==> config.mk <==
export PLATFORM = sky130hd
export DESIGN_NAME = shift_arbiter
export DESIGN_NICKNAME = d
export VERILOG_FILES = /design/src/rtl/shift_arbiter.sv
export SDC_FILE = /design/constraint.sdc
export NUM_CORES = 1
export LEC_CHECK = 0
export ABC_AREA = 1
export BUFFER_PORTS_ARGS = -buffer_cell sky130_fd_sc_hd__buf_2
export CAP_MARGIN = 5
export CORE_MARGIN = 2
export CORE_UTILIZATION = 40
export DETAILED_ROUTE_END_ITERATION = 10
export PLACE_DENSITY = 0.84
export RECOVER_POWER = 50
export SETUP_SLACK_MARGIN = 0.15
export SLEW_MARGIN = 40
export SYNTH_ARGS = -nofsm -noshare
export SYNTH_HDL_FRONTEND = slang
export SYNTH_SLANG_ARGS = --single-unit
==> constraint.sdc <==
create_clock -name clk -period 1.3 [get_ports clk]
set_clock_uncertainty 0.15 [all_clocks]
set_input_delay 0.26 -clock clk [delete_from_list [all_inputs] [get_ports clk]]
set_output_delay 0.26 -clock clk [all_outputs]
set_load 0.05 [all_outputs]
==> src/rtl/shift_arbiter.sv <==
// Two-requester front end for a shared combinational shifter: grant in IDLE, capture in EXEC, hold the result in RESP until consumed.
// SHIFT_ARB_RR_EN selects round-robin arbitration; otherwise requester 0 has fixed priority.
module shift_arbiter (
  input  logic        clk,
  input  logic        rst_n,
  input  logic        req0_valid,
  input  logic        req1_valid,
  output logic        req0_ready,
  output logic        req1_ready,
  input  logic [15:0] req0_data,
  input  logic [15:0] req1_data,
  input  logic [3:0]  req0_amt,
  input  logic [3:0]  req1_amt,
  input  logic        req0_mode,
  input  logic        req1_mode,
  output logic        rsp0_valid,
  output logic        rsp1_valid,
  input  logic        rsp0_ready,
  input  logic        rsp1_ready,
  output logic [15:0] rsp_data,
  output logic [15:0] shf_in,
  output logic [3:0]  shf_val,
  output logic        shf_mode,
  input  logic [15:0] shf_out,
  output logic        busy
);

  typedef enum logic [1:0] {IDLE, EXEC, RESP} state_t;

  state_t      state_q, state_d;
  logic [15:0] data_q, data_d;
  logic [15:0] result_q, result_d;
  logic [3:0]  amt_q, amt_d;
  logic        mode_q, mode_d;
  logic        id_q, id_d;
  logic        grant_vld;
  logic        grant_id;

  assign grant_vld = req0_valid | req1_valid;

`ifdef SHIFT_ARB_RR_EN
  logic last_q, last_d;

  // On contention the requester that did not win last time is served.
  always_comb begin
    grant_id = req1_valid;
    if (req0_valid && req1_valid) grant_id = ~last_q;
  end

  always_ff @(posedge clk or negedge rst_n) begin
    if (!rst_n) last_q <= 1'b1;
    else        last_q <= last_d;
  end
`else
  assign grant_id = ~req0_valid;
`endif

  always_comb begin
    state_d    = state_q;
    data_d     = data_q;
    amt_d      = amt_q;
    mode_d     = mode_q;
    id_d       = id_q;
    result_d   = result_q;
    req0_ready = 1'b0;
    req1_ready = 1'b0;
    rsp0_valid = 1'b0;
    rsp1_valid = 1'b0;
`ifdef SHIFT_ARB_RR_EN
    last_d     = last_q;
`endif
    case (state_q)
      IDLE: begin
        // Ready is combinational, so it is gated by reset to keep it low while reset is held.
        if (grant_vld && rst_n) begin
          req0_ready = ~grant_id;
          req1_ready = grant_id;
          data_d     = grant_id ? req1_data : req0_data;
          amt_d      = grant_id ? req1_amt  : req0_amt;
          mode_d     = grant_id ? req1_mode : req0_mode;
          id_d       = grant_id;
          state_d    = EXEC;
`ifdef SHIFT_ARB_RR_EN
          last_d     = grant_id;
`endif
        end
      end
      EXEC: begin
        result_d = shf_out;
        state_d  = RESP;
      end
      RESP: begin
        rsp0_valid = ~id_q;
        rsp1_valid = id_q;
        if (id_q ? rsp1_ready : rsp0_ready) state_d = IDLE;
      end
      default: state_d = IDLE;
    endcase
  end

  always_ff @(posedge clk or negedge rst_n) begin
    if (!rst_n) begin
      state_q  <= IDLE;
      data_q   <= '0;
      amt_q    <= '0;
      mode_q   <= 1'b0;
      id_q     <= 1'b0;
      result_q <= '0;
    end else begin
      state_q  <= state_d;
      data_q   <= data_d;
      amt_q    <= amt_d;
      mode_q   <= mode_d;
      id_q     <= id_d;
      result_q <= result_d;
    end
  end

  assign shf_in   = data_q;
  assign shf_val  = amt_q;
  assign shf_mode = mode_q;
  assign rsp_data = result_q;
  assign busy     = (state_q != IDLE);

endmodule

After elaboration in Yosys (flattened, before gate mapping) --
Cells that the tools add are included.
Storage, ports and cells: input bits 64, bits in registers 40, word-level logic and storage cells 31, output and inout port bits 42
Cells by class: reductions and logical operators 5, bitwise logic cells 3, equal/unequal tests 4, muxes and demuxes 13
Operators with widths (number):
- 2-to-1 mux 16 bit | 1
- 2-to-1 mux 1 bit | 8
- one-hot mux 2 bit (3 select lines) | 1
- 2-to-1 mux 2 bit | 2
- 2-to-1 mux 4 bit | 1
- != test 2 bit, second input constant | 2
- AND reduction 2 bit | 2
- == test 2 x 1 -> 1 bit, second input constant | 1
- == test 2 bit, second input constant | 1
- logical NOT 2 bit | 1
- NOT 1 bit | 2
- nonzero test 2 bit | 1
- logical AND 1 bit | 1
- OR 1 bit | 1

Longest topological paths before layout --
Gate-level depths: netlist (run 1).
depth in word-level cells 4, mapped depth 6, depth with buffers taken out 5

Least setup slack after synthesis (run 1) --
No wires, ideal clock.
path type register to output, start point reg state_q[0], end point out req0_ready, data required time 0.890 ns, path slack -1.109 ns, data arrival time 1.999 ns, buffers on the path 1, cell stages (with the launch flop) 5, cell sequence dfrtp_1 -> buf_4 -> nor2_8 -> inv_1 -> nor3_1
Between the ends: cells in the longest elaborated chain, start to end 2
Ends and longest elaborated chain:
- start, declared | RTL line 30 | state_t state_q, state_d;
- start signal, assigned | RTL line 110 | state_q <= state_d;
- logical NOT 2 bit | RTL line 72 | case (state_q)
- 2-to-1 mux 1 bit | RTL line 72
- end, declared | RTL line 8 | output logic req0_ready,
No other way between the ends.

Worst setup path after layout (run 1) --
start point reg state_q[0], end point out rsp0_valid
Between the ends: cells in the longest elaborated chain, start to end 2
Ends and longest elaborated chain:
- == test 2 bit | RTL line 72
- 2-to-1 mux 1 bit | RTL line 72
- end, declared | RTL line 16 | output logic rsp0_valid,
No other way between the ends.

==> results.md, run 1 <==
- Outcome: finished, violations left
- Failing checks: negative setup slack
- Antenna-violating nets left: 0
- Vias per inst: 4.921
- Critical Path End Type: output port
- Die area: 5415 µm²
- Sequential share of the synthesized area: 0.5168
- Worst path slowest cell: dfrtp_2
- WL met3: 347 µm
- Worst-case clock buffer depth: 2
- Clock latency on the worst-skew pair: 0.29 ns
- Share of cells above drive strength 1: 0.4713
- Crit Path Max Fanout: 3
- GRT Residual Overflow: 0
- Layout area overhead: 72.67%
- DIE WIDTH: 73.59 µm
- Fin. max-slew vios: 0
- Top-Level Pins: 106
- Wire length of the first global-routing pass: 9218 µm
- Initial antenna violation count: 0
- Syn Inst Count: 253
- Port Buffers: 105
- RSZ-0062 raised after global routing: true
- Most frequent cells in the layout: 129 x nand2_1, 63 x buf_2, 41 x buf_6, 38 x dfrtp_1, 38 x buf_4
- CTS Sinks: 40
- Avg Inst Size Synth: 7.656 µm²
- Leakage Power: 1.914 nW
- Commonest non-fill, non-tap cell in the layout: nand2_1
- Max H-tree Level: 2
- Pre-CTS setup slack: -0.2800 ns
- Pwr Density: 2744 nW/µm²
- Arrival time worst endpoint: 1.28 ns
- Die Y: 73.59 µm
- Starting Density: 0.4128
- WP data required: 0.89 ns
- Warnings from Yosys: 0
- Setup ws final: -0.3894 ns
- Hold/Removal Path Class: in -> reg
- Vias in the first global route: 2093
- Netlist cell types: 16
- Synth top area share: 0.5168
- Crit share post-route: 1.300
- Antenna Cells: 0
- Routed WL per cell: 13.77 µm
- Crit Path Class: reg -> out
- Setup tns final: -5.355 ns
- Critical Path Source Type: flop
- Achievable Freq: 591.9 MHz
- DR WL met2: 3273 µm
- Critical-path cell list: or2_4 > nor2_4 > buf_8
- Fin util: 0.7128
- Total Routing Usage GR: 0.2232
- Total CTS buffers: 5
- Layout Nets: 464
- Synthesized flop and latch total: 40
- DRC viols: 0
- Fin cells: 455
- Final setup violating endpoints: 43
- Core Region: 4692 µm²
- Max Used Layer: met4
- Via count: 2239
- Final hold vios: 0
- Syn Nets: 317
- Slowest stage delay, CP: 0.46 ns
- Clock period minus worst slack: 1.689 ns
- Clock slew at reported path FFs: 0.08 ns
- Num rows: 25
- Cell taking the most area after synthesis: dfrtp_1
- Largest vdd supply drop: 1475 µV
- Iteration-0 DRC count of the detailed router: 80
- CTS tree: done
- First drt pass iteration count: 4
- Post-Syn Area: 1937 µm²
- CTS Root Cell: clkbuf_8
- Pin count of the biggest net entering global routing: 33
- WL final: 6266 µm
- # Max-Cap Violations: 0
- Post-DP HPWL: 3777 µm
- Synth top area cells: dfrtp_1 52%, nand2_1 28%, nand3_1 9.6%
- GP Congestion: 0.7285
- Pin slew with the least headroom to its limit: 0.4365 ns
- Placed cell count: 412
- Met1 wire length: 2570 µm
- Max transition margin: 0.7090
==> final cells by class <==
cell class                      count  area [µm²]
Sequential cell                    40        1003
Inverter                            8       32.53
Fill cell                         337        1348
Clock inverter                      3       42.54
Tap cell                           54       67.56
Clock buffer                        5       68.82
Multi-Input combinational cell    194       928.4
Timing Repair Buffer              151        1201
==> cells by family (layout without fill, tap and decap cells) <==
| group | after synthesis | in the layout | share of synthesized area |
|---|---|---|---|
| buffers and inverters | 22 | 167 | 0.06266 |
| DFF | 40 | 40 | 0.5168 |
| and+or+nand+nor | 190 | 193 | 0.4160 |
| AOI/OAI and AO/OA | 1 | 1 | 0.004523 |
==> metal layers <==
metal  track usage  up-vias
met5             0        -
met4       0.07273        0
met3       0.04527        9
met2        0.3810       89
met1        0.2826     1049
li1              -     1092
==> where the power goes <==
group	switching (mW)	internal [mW]	total, mW
logic	3.48	2.39	5.87
registers	0.484	1.82	2.30
clock network	0.437	0.568	1.00
==> synth_stat cells (all sizes together) <==
master	n
o21ai	1
buf	14
nand4	1
nor3	1
or2	1
nand3	38
inv	8
nor2	5
nand2	144
dfrtp	40
==> critical path, delay by kind of cell (launching register included) <==
kind,cells,cell delay [ns]
flip-flops,1,0.46
buffers and inverters,1,0.15
AND/OR/NAND/NOR,2,0.40
==> path summary, 6_finish.rpt <==
kind	to	slack [ns]	start	cells after the start
max reg2reg	id_q	-0.20	state_q[0]	7
max	rsp0_valid	-0.39	state_q[0]	3
min reg2reg	rsp_data[9]	0.35	rsp_data[9]	2
min in group asynchronous	shf_in[14]	0.17	rst_n	3
max in group asynchronous	state_q[0]	0.32	rst_n	3
min	rsp_data[1]	0.05	shf_out[1]	3
==> stage by stage <==
stage / area, µm² / hold WS, ns / power (mW)
floorplan: 1971 / -0.1856 / 5.234
global placement: 2574 / 0.1050 / 6.150
detailed placement: 2574 / 0.1050 / 6.232
CTS: 3197 / 0.04506 / 8.725
global route: 3344 / 0.04489 / 9.605
finish: 3344 / 0.05283 / 9.176
==> state kept, by name (all words and copies together) (netlist names) <==
signal,flops
rsp_data,16
shf_mode,1
shf_in,16
state_q,2
shf_val,4
id_q,1
==> repair_timing <==
action / 4_1_cts / 5_1_grt
buffers inserted: 15 / 15
hold buffers: 1 / 0
hold endpoints to repair: 40 / 0
pin swaps: 4 / 1
endpoints found under the setup margin: 82 / 114
resized for setup: 95 / 17
cloned: 4 / 0
(Power assumes the default switching activity.)
==> run 2: changes to the inputs <==
--- a/config.mk
+++ b/config.mk
@@ -5,7 +5,6 @@
 export SDC_FILE = /design/constraint.sdc
 export NUM_CORES = 1
 export LEC_CHECK = 0
-export ABC_AREA = 1
 export BUFFER_PORTS_ARGS = -buffer_cell sky130_fd_sc_hd__buf_2
 export CAP_MARGIN = 5
 export CORE_MARGIN = 2
==> results.md, run 2 <==
- Max transition margin: 0.6521 (-0.05689)
- Setup tns final: -13.24 ns (-7.880 ns)
- Placed cell count: 279 (-32%)
- # Max-Cap Violations: 0 (unchanged)
- Most frequent cells in the layout: 62 x buf_2, 42 x mux2_2, 40 x dfrtp_1, 39 x buf_6, 22 x buf_4
- Synth Area in Adders: 0 (unchanged)
- Layout area overhead: 66.71%
- Netlist cell types: 17 (+1)
- Clock share of power: 0.105 (-0.005)
- Pin count of the biggest net entering global routing: 41 (+24%)
- Crit Path Class: reg -> out
- Top cells by count, synth: 42 x mux2_2, 40 x dfrtp_1, 17 x mux2_4
- Failing checks: negative setup slack
- Flop2flop setup slack: -0.47 ns (-0.27 ns)
- CTS Root Cell: clkbuf_8
- Compound-Gate Fraction of Synth Area: 0.006605 (+0.002083)
- Post-DP HPWL: 2987 µm (-21%)
- Switching power: 4.114 mW (-6.4%)
- Hold_ws: 0.04440 ns (-0.008428 ns)
- Via count: 1473 (-34%)
- Syn Inst Count: 119 (-53%)
- Worst-case clock buffer depth: 2 (unchanged)
- Fin cells: 309 (-32%)
- Synth Flop Type: dfrtp_1
- Synthesized flop and latch total: 40 (unchanged)
- Post-Syn Area: 1894 µm² (-2.2%)
- Synth top area share: 0.5284 (+0.01161)
- Clock latency on the worst-skew pair: 0.29 ns (about the same)
- Critical R2R Launch: state_q[0]
- Number of synthesized flops with an enable pin: 0 (unchanged)
- Commonest non-fill, non-tap cell in the layout: buf_2
- WP data required: 0.89 ns (about the same)
- Avg Inst Size Synth: 15.92 µm² (+110%)
- WL final: 4569 µm (-27%)
- First drt pass iteration count: 4 (unchanged)
- Iteration-0 DRC count of the detailed router: 25 (-69%)
- Num rows: 25 (unchanged)
- Synth Area in XOR/XNOR: 0 (unchanged)
- GP Congestion: 0.7376 (+1.2%)
- DRC viols: 0 (unchanged)
- Fin. max-slew vios: 0 (unchanged)
- Switching portion of total power: 0.4403 (-0.03879)
- Critical Path Source Type: flop
- Antenna-violating nets left: 0 (unchanged)
- Core Region: 4629 µm² (-1.3%)
- Setup ws final: -0.4724 ns (-0.08295 ns)
- Final hold vios: 0 (unchanged)
- Starting Density: 0.4092 (-0.003611)
- Vias in the first global route: 1603 (-23%)
- Crit share post-route: 1.363 (+0.06381)
- Vias per inst: 4.767 (-3.1%)
- Flop pwr share: 0.252 (about the same)
- Wire length of the first global-routing pass: 7272 µm (-21%)
- Simple-Gate Fraction of Synth Area: 0.02708 (-0.3889)
- GRT Residual Overflow: 0 (unchanged)
- CTS Sinks: 40 (unchanged)
- Top-Level Pins: 106 (unchanged)
- Top-count cell post-synth: mux2_2
- Warnings from Yosys: 0 (unchanged)
- Total Routing Usage GR: 0.1839 (-0.03938)
- DIE WIDTH: 72.82 µm (-1.0%)
- Port Buffers: 105 (unchanged)
- Share of cells above drive strength 1: 0.8196 (+0.3483)
- Final setup violating endpoints: 44 (+2.3%)
- Post-synthesis mux area share: 0.3897 (+0.3897)
- P_int: 5.229 mW (+9.4%)
- Routed WL per cell: 14.79 µm (+7.4%)
- Sequential share of the synthesized area: 0.5284 (+0.01161)
- Crit Reg-Reg Endpoint: shf_in[6]
- Antenna Cells: 0 (unchanged)
- Clock slew at reported path FFs: 0.08 ns (about the same)
- Synth top area cells: dfrtp_1 53%, mux2_2 25%, mux2_4 13%
- Clock period minus worst slack: 1.772 ns (+0.08295 ns)
- Die area: 5302 µm² (-2.1%)
- Die Y: 72.82 µm (-1.0%)
- Outcome: finished, violations left
- Hold/Removal Path Class: in -> reg
- Layout Nets: 318 (-31%)
- Critical Path End Type: output port
- Hold Crit Start: shf_out[1]
- Pwr Density: 2959 nW/µm² (+7.8%)
- Largest vdd supply drop: 1244 µV (-16%)
- Combinational family with the most area after synthesis: multiplexers
- Cell taking the most area after synthesis: dfrtp_1
- Critical path launch point: state_q[0]
- Register-to-Register Path Depth: 5 (-2)
- Total CTS buffers: 5 (unchanged)
- CP Capture Point: req1_ready
- Leakage Power: 1.555 nW (-19%)
- CTS tree: done
- RSZ-0062 raised after global routing: true
- Arrival time worst endpoint: 1.36 ns (+0.08 ns)
- Ys async rst share: 1.000 (unchanged)
- Initial antenna violation count: 0 (unchanged)
- Syn Nets: 183 (-42%)
- Gate power share: 0.643 (+0.004)
- Max H-tree Level: 2 (unchanged)
- Achievable Freq: 564.2 MHz (-4.7%)
- Pin slew with the least headroom to its limit: 0.5219 ns (+0.08534 ns)
- Crit Path Max Fanout: 2 (-1)
## run 2: through the flow
stage                     utilization  area (µm²)  power [mW]  setup slack, ns
final                          0.6822        3158       9.344          -0.4724
after global routing           0.6822        3158       9.757          -0.5815
after CTS                      0.6662        3084       9.176          -0.4621
after detailed placement       0.5462        2529       6.755          -0.3262
after global placement         0.5462        2529       6.676          -0.3092
after floorplan                     -        1928       5.776          -0.4016
## run 2: kinds of logic (layout without fill, tap and decap cells)
| logic type | after synthesis | in the layout |
|---|---|---|
| mux | 60 | 60 |
| flops | 40 | 40 |
| compound gates | 2 | 2 |
| simple gates | 8 | 8 |
| buf+inv | 9 | 145 |
## run 2: metal layers
layer / track usage / up-vias / routed length [µm]
met5: 0 / - / 0
met4: 0.06996 / 0 / 98
met3: 0.05663 / 8 / 294
met2: 0.3283 / 70 / 2513
met1: 0.2041 / 710 / 1663
li1: - / 685 / -
## run 2: area by class of cell
type / count / area, µm²
Clock buffer: 6 / 72.57
Clock inverter: 2 / 35.03
Fill cell: 314 / 1471
Inverter: 1 / 3.754
Multi-Input combinational cell: 70 / 847.1
Sequential cell: 40 / 1001
Tap cell: 54 / 67.56
Timing Repair Buffer: 136 / 1131
## run 2: power by group through the flow
stage / logic (mW) / registers (mW) / clock network [mW]
after floorplan: 1.46 / 4.31 / 0
after global placement: 4.49 / 2.19 / 0
after detailed placement: 4.54 / 2.22 / 0
after CTS: 5.83 / 2.34 / 1.01
after global routing: 6.25 / 2.43 / 1.08
final: 6.01 / 2.35 / 0.985
## run 2: how the worst min path moves through the flow
stage	endpoint	slack (ns)	depth (start not counted)
2_1_floorplan	id_q	-0.19	0
3_3_place_gp	state_q[1]	0.24	2
3_5_place_dp	rsp_data[12]	0.23	2
4_1_cts	rsp_data[5]	0.04	2
5_1_grt	rsp_data[1]	0.03	2
6_report	rsp_data[1]	0.04	2
## run 2: what timing repair did
action / 4_1_cts / 5_1_grt
resized for setup: 96 / 3
cloned: 2 / 0
pin swaps: 0 / 1
buffers inserted: 10 / 9
endpoints found under the setup margin: 82 / 122
hold buffers: 1 / 0
endpoints found under the hold margin: 40 / 0
## run 2: worst max-delay path, cell delays in order (launching register included)
cell,delay [ns]
dfrtp_1,0.40
nor3b_2,0.21
o21a_1,0.17
nor2b_4,0.15
buf_8,0.15
